==> config.mk <==
export PLATFORM = sky130hd
export DESIGN_NAME = vme_reg_file
export DESIGN_NICKNAME = d
export VERILOG_FILES = /design/src/rtl/vme_reg_pkg.sv /design/src/rtl/vme_reg_file.sv
export SDC_FILE = /design/constraint.sdc
export NUM_CORES = 2
export LEC_CHECK = 0
export ABC_CLOCK_PERIOD_IN_PS = 2500
export CAP_MARGIN = 20
export CORE_AREA = 2 2 765 767
export DETAILED_ROUTE_END_ITERATION = 10
export DIE_AREA = 0 0 767 769
export PLACE_DENSITY = 0.35
export SLEW_MARGIN = 0
export SYNTH_ARGS = -nofsm -noshare
export SYNTH_HDL_FRONTEND = slang
export SYNTH_SLANG_ARGS = --single-unit
==> constraint.sdc <==
create_clock -name clk -period 2.5 [get_ports clk]
set_clock_uncertainty 0.15 [all_clocks]
set_input_delay 0.75 -clock clk [delete_from_list [all_inputs] [get_ports clk]]
set_output_delay 0.75 -clock clk [all_outputs]
set_load 0.005 [all_outputs]
==> src/rtl/vme_reg_pkg.sv <==
// VME register file shared definitions: address map, FSM states, ID default.
package vme_reg_pkg;

    localparam logic [7:0] ADDR_CTRL     = 8'h00;
    localparam logic [7:0] ADDR_REG_BASE = 8'h01;
    localparam logic [7:0] ADDR_ID       = 8'hFF;

    localparam logic [31:0] DEF_ID_VALUE = 32'h4B4F5430;

    typedef enum logic [1:0] {
        SYNC,
        IDLE,
        BUSY
    } state_t;

endpackage

==> src/rtl/vme_reg_file.sv <==
// VME-side register file: local-bus decode, CTRL/REG/ID access, pulse bits,
// strobe-held acknowledge.
module vme_reg_file
    import vme_reg_pkg::*;
#(
    parameter int                N_CTRL     = 15,
    parameter int                N_REG      = 58,
    parameter int                AW         = 8,
    parameter logic [N_CTRL-1:0] PULSE_MASK = '0,
    parameter logic [31:0]       ID_VALUE   = DEF_ID_VALUE
) (
    input  logic                clk,
    input  logic                rst_n,
    input  logic [AW-1:0]       bus_addr,
    input  logic [31:0]         bus_wdata,
    input  logic                bus_wr,
    input  logic                bus_rd,
    output logic [31:0]         bus_rdata,
    output logic                bus_ack,
    output logic                bus_err,
    output logic [N_CTRL-1:0]   ctrl_out,
    output logic [N_REG*32-1:0] reg_out
);

    localparam int IW = $clog2(N_REG);

    state_t            state;
    state_t            state_nx;
    logic [N_CTRL-1:0] ctrl_q;
    logic [31:0]       regs [N_REG];
    logic [31:0]       rdata_q;
    logic              err_q;

    logic          go;
    logic          both;
    logic          is_ctrl;
    logic          is_reg;
    logic          is_id;
    logic          wr_ok;
    logic [IW-1:0] ridx;
    logic [31:0]   rd_val;

    assign go      = (state == IDLE) && (bus_wr || bus_rd);
    assign both    = bus_wr && bus_rd;
    assign is_ctrl = bus_addr == AW'(ADDR_CTRL);
    assign is_reg  = (bus_addr >= AW'(ADDR_REG_BASE)) &&
                     (bus_addr <= AW'(N_REG));
    assign is_id   = bus_addr == AW'(ADDR_ID);
    assign ridx    = IW'(bus_addr - AW'(1));
    assign wr_ok   = go && bus_wr && !bus_rd && (is_ctrl || is_reg);

    always_comb begin
        rd_val = '0;
        unique case (1'b1)
            is_ctrl: rd_val = 32'(ctrl_q & ~PULSE_MASK);
            is_reg:  rd_val = regs[ridx];
            is_id:   rd_val = ID_VALUE;
            default: rd_val = '0;
        endcase
    end

    always_comb begin
        state_nx = state;
        unique case (state)
            SYNC:    if (!bus_wr && !bus_rd) state_nx = IDLE;
            IDLE:    if (bus_wr || bus_rd) state_nx = BUSY;
            BUSY:    if (!bus_wr && !bus_rd) state_nx = IDLE;
            default: state_nx = SYNC;
        endcase
    end

    always_ff @(posedge clk or negedge rst_n) begin
        if (!rst_n) begin
            state   <= SYNC;
            rdata_q <= '0;
            err_q   <= 1'b0;
        end else begin
            state <= state_nx;
            if (go) begin
                if (both) begin
                    err_q   <= 1'b1;
                    rdata_q <= '0;
                end else if (bus_wr) begin
                    err_q   <= !(is_ctrl || is_reg);
                    rdata_q <= '0;
                end else begin
                    err_q   <= !(is_ctrl || is_reg || is_id);
                    rdata_q <= rd_val;
                end
            end
        end
    end

    // Pulse bits decay on every edge that does not rewrite CTRL.
    always_ff @(posedge clk or negedge rst_n) begin
        if (!rst_n) begin
            ctrl_q <= '0;
        end else if (wr_ok && is_ctrl) begin
            ctrl_q <= bus_wdata[N_CTRL-1:0];
        end else begin
            ctrl_q <= ctrl_q & ~PULSE_MASK;
        end
    end

    always_ff @(posedge clk or negedge rst_n) begin
        if (!rst_n) begin
            for (int k = 0; k < N_REG; k++) regs[k] <= '0;
        end else begin
            for (int k = 0; k < N_REG; k++) begin
                if (wr_ok && is_reg && ridx == IW'(k)) regs[k] <= bus_wdata;
            end
        end
    end

    assign bus_ack   = state == BUSY;
    assign bus_rdata = rdata_q;
    assign bus_err   = err_q;
    assign ctrl_out  = ctrl_q;

    for (genvar g = 0; g < N_REG; g++) begin : g_flat
        assign reg_out[32*g +: 32] = regs[g];
    end

endmodule

==> impl_results.md <==
* Leading area contributor after synthesis: dfrtp_1
* Clock transition at path regs at ~60 ps
* Tightest Pin Transition at around 800 ps
* Synthesis-stage register bit count at 1906
* Vias in the first global route at roughly 70000
* HP Class: input pin to register
* Clk sink count at 1906
* Worst-path maximum fanout at 3
* Post-synth top cells: 1906 x dfrtp_1, 1812 x mux2_2, 488 x mux4_2
* Cell Chain, Critical Path: clkdlybuf4s15_1
* Most frequent cell after synthesis: dfrtp_1
* Mean Syn Cell Area at between 15 and 20 um^2
* Setup TNS at -529280 ps
* Ports at 1949
* Crit path buf inv count at 1
* Tot GR Track Use at 0.214
* Share of flip-flops with an asynchronous set or reset at 1.00
* Clk buf depth at 4
* Place WS at -2340 ps
* GP Congestion at 0.822
* Via/cell ratio at between 4 and 5
* RSZ-0062 raised after global routing: yes
* H-tree levels at 5
* Setup CP Type: register to output pin
* Synth Cell Area at 86800 um^2
* FMAX at 353 MHz
* WL/cell at approximately 41 um
* DRT Pass-1 Iters at 7
* PortBufs at 1948
* Post-Route Utilization at 0.240
* Die Y at 769 um
* Hold depth at 2
* CP max-delay cell: dfrtp_1
* Synth Instances at around 5500
* DRT iter0 DRCs at 4255
* Syn Nets at 5522
* Max_cap viols at 0
* Routed Wire Length at between 600000 and 700000 um
* Synth area leaders: dfrtp_1 55%, mux2_2 24%, mux4_2 13%
* Layout cells sized above 1 at 0.524
* Number of flops mapped to enable cells by yosys at 0
* Pwr/cell area at 569 nW/um^2
* CTS tree: built
* Max stage delay on crit path at 490 ps
* Worst skew pair latency at around 950 ps
* Cts bufs inserted at 268
* GRT overflow at 0
* Die footprint at 590000 um^2
* Largest delay share family, worst path: flip-flops
* Period utilisation layout at 1.13
* Synth Flop Type: dfrtp_1
* Drt drc at 0
* Vias at 67100
* Placement row count at 280
* Final Net Count at between 8000 and 9000
* Growth of design area from synthesis to finish at 60.5%
* Initial Util at 0.149
* Core region area at a little under 600000 um^2
* Initial antenna violation count at 70
* Worst VDD drop at ~450 uV
* Post-synth top area share at 0.549
* Routed Antenna Nets at 0
* Die X-Extent at 767 um
* Startpoint types: register
* Largest net degree at the start of global routing at 86
* Reg2Reg Depth at 11
* Min cycle time layout at around 2800 ps
* CP Capture Type: output pin
* Clk root buf: clkbuf_16
* Yosys cell types at 66
* FF/Latch Area at between 40000 and 50000 um^2
* Static Leakage at 67.8 nW
* DP Wirelength at about 510000 um
* Final Hold Vio Count at 0
* Status: complete, but fails checks
* Number of synthesis warnings at 0
* Worst path depth at 1
* First-pass GRT wire length at approximately 830000 um
* Worst EP required at ~1600 ps
* # setup viols final at 3365
* Post-synthesis sequential area ratio at 0.549
* Violated checks: setup timing
* Filler cell count at between 60000 and 70000
* Relative slew slack at 0.467
* CP arrival at 1930 ps
* Slew Viols, Final at 0
* Final WS setup at -333 ps
* Footprint of the multi-input gates at 38400 um^2
-- final timing paths --
check | from | to | slack [ps]
worst max-delay path | reg_out[9]$_DFFE_PN0P_ | reg_out[9] | -330
max in group asynchronous | rst_n | reg_out[465]$_DFFE_PN0P_ | 780
worst min register to register | bus_rdata[21]$_DFFE_PN0P_ | bus_rdata[21]$_DFFE_PN0P_ | 340
worst max register to register | state[1]$_DFFE_PN0P_ | reg_out[1225]$_DFFE_PN0P_ | -310
worst min-delay path | bus_wdata[17] | reg_out[785]$_DFFE_PN0P_ | 160
min in group asynchronous | rst_n | reg_out[519]$_DFFE_PN0P_ | 540
-- state kept, by name, summed over array words and instances (netlist names) --
register	count
ctrl_out	15
bus_rdata	32
state	2
reg_out	1856
bus_err	1
-- area by class of cell --
cell class              count  area share
clock inverters            95      0.0105
inverters                   3    0.000117
well taps                7755      0.0696
flip-flops and latches   1906       0.343
diodes                     27    0.000485
repair buffers           3182       0.245
clock buffers             383      0.0557
multi-input cells        3010       0.276
-- repair_timing --
action,CTS,global route
buffers inserted,237,72
pin swaps,51,22
endpoints found under the setup margin,3808,3730
gates cloned,35,31
hold endpoints to repair,355,0
resized for setup,1391,697
hold buffers,5,0
-- report_power, final --
group / internal [mW] / switching (mW) / total [mW] / leakage, nW
logic: 2.80 / 4.22 / 7.02 / 36.9
registers: 31.1 / 0.254 / 31.4 / 26.4
clock network: 24.1 / 16.8 / 41.0 / 4.49
-- layer usage --
metal,vias to the layer above,wire length (um),GRT usage
li1,26600,-,-
met1,37300,270000,0.258
met2,2674,319000,0.367
met3,596,52600,0.0677
met4,12,22500,0.0549
met5,-,85,0
-- layout by cell type (no fill, tap or decap), types with 42 or more instances in the layout --
master	instances
mux2_4	253
mux4_2	488
mux2_1	71
clkbuf_2	113
mux2i_1	69
dlygate4sd2_1	812
buf_12	357
buf_6	93
buf_4	776
clkbuf_8	58
clkbuf_1	55
nand2_1	92
nor2_4	42
clkdlybuf4s50_1	731
dfrtp_2	97
buf_16	70
dlymetal6s2s_1	111
dfrtp_1	1809
mux2_2	1567
clkbuf_16	298
-- cell families (layout without fill, tap and decap cells) --
kind of cell / Yosys count / count (layout) / share of synthesized area
buf+inv: 557 / 3663 / 0.0314
fa+ha+maj: 5 / 5 / 0.000721
compound gates: 251 / 251 / 0.0199
simple gates: 294 / 294 / 0.0172
other cells: 0 / 27 / 0
xor+xnor: 4 / 4 / 0.000576
flops: 1906 / 1906 / 0.549
mux: 2456 / 2456 / 0.381
-- stage by stage --
stage,std cells,area (um^2),power [mW],hold WS [ps]
detailed placement,15500,124000,38.3,331
global route,16300,139000,82.1,70.6
global placement,15500,124000,38.3,329
CTS,16200,137000,80.8,12.3
floorplan,5473,87700,33.9,299
finish,16400,139000,79.3,156
Note: power is estimated with default switching activity, not from simulation.
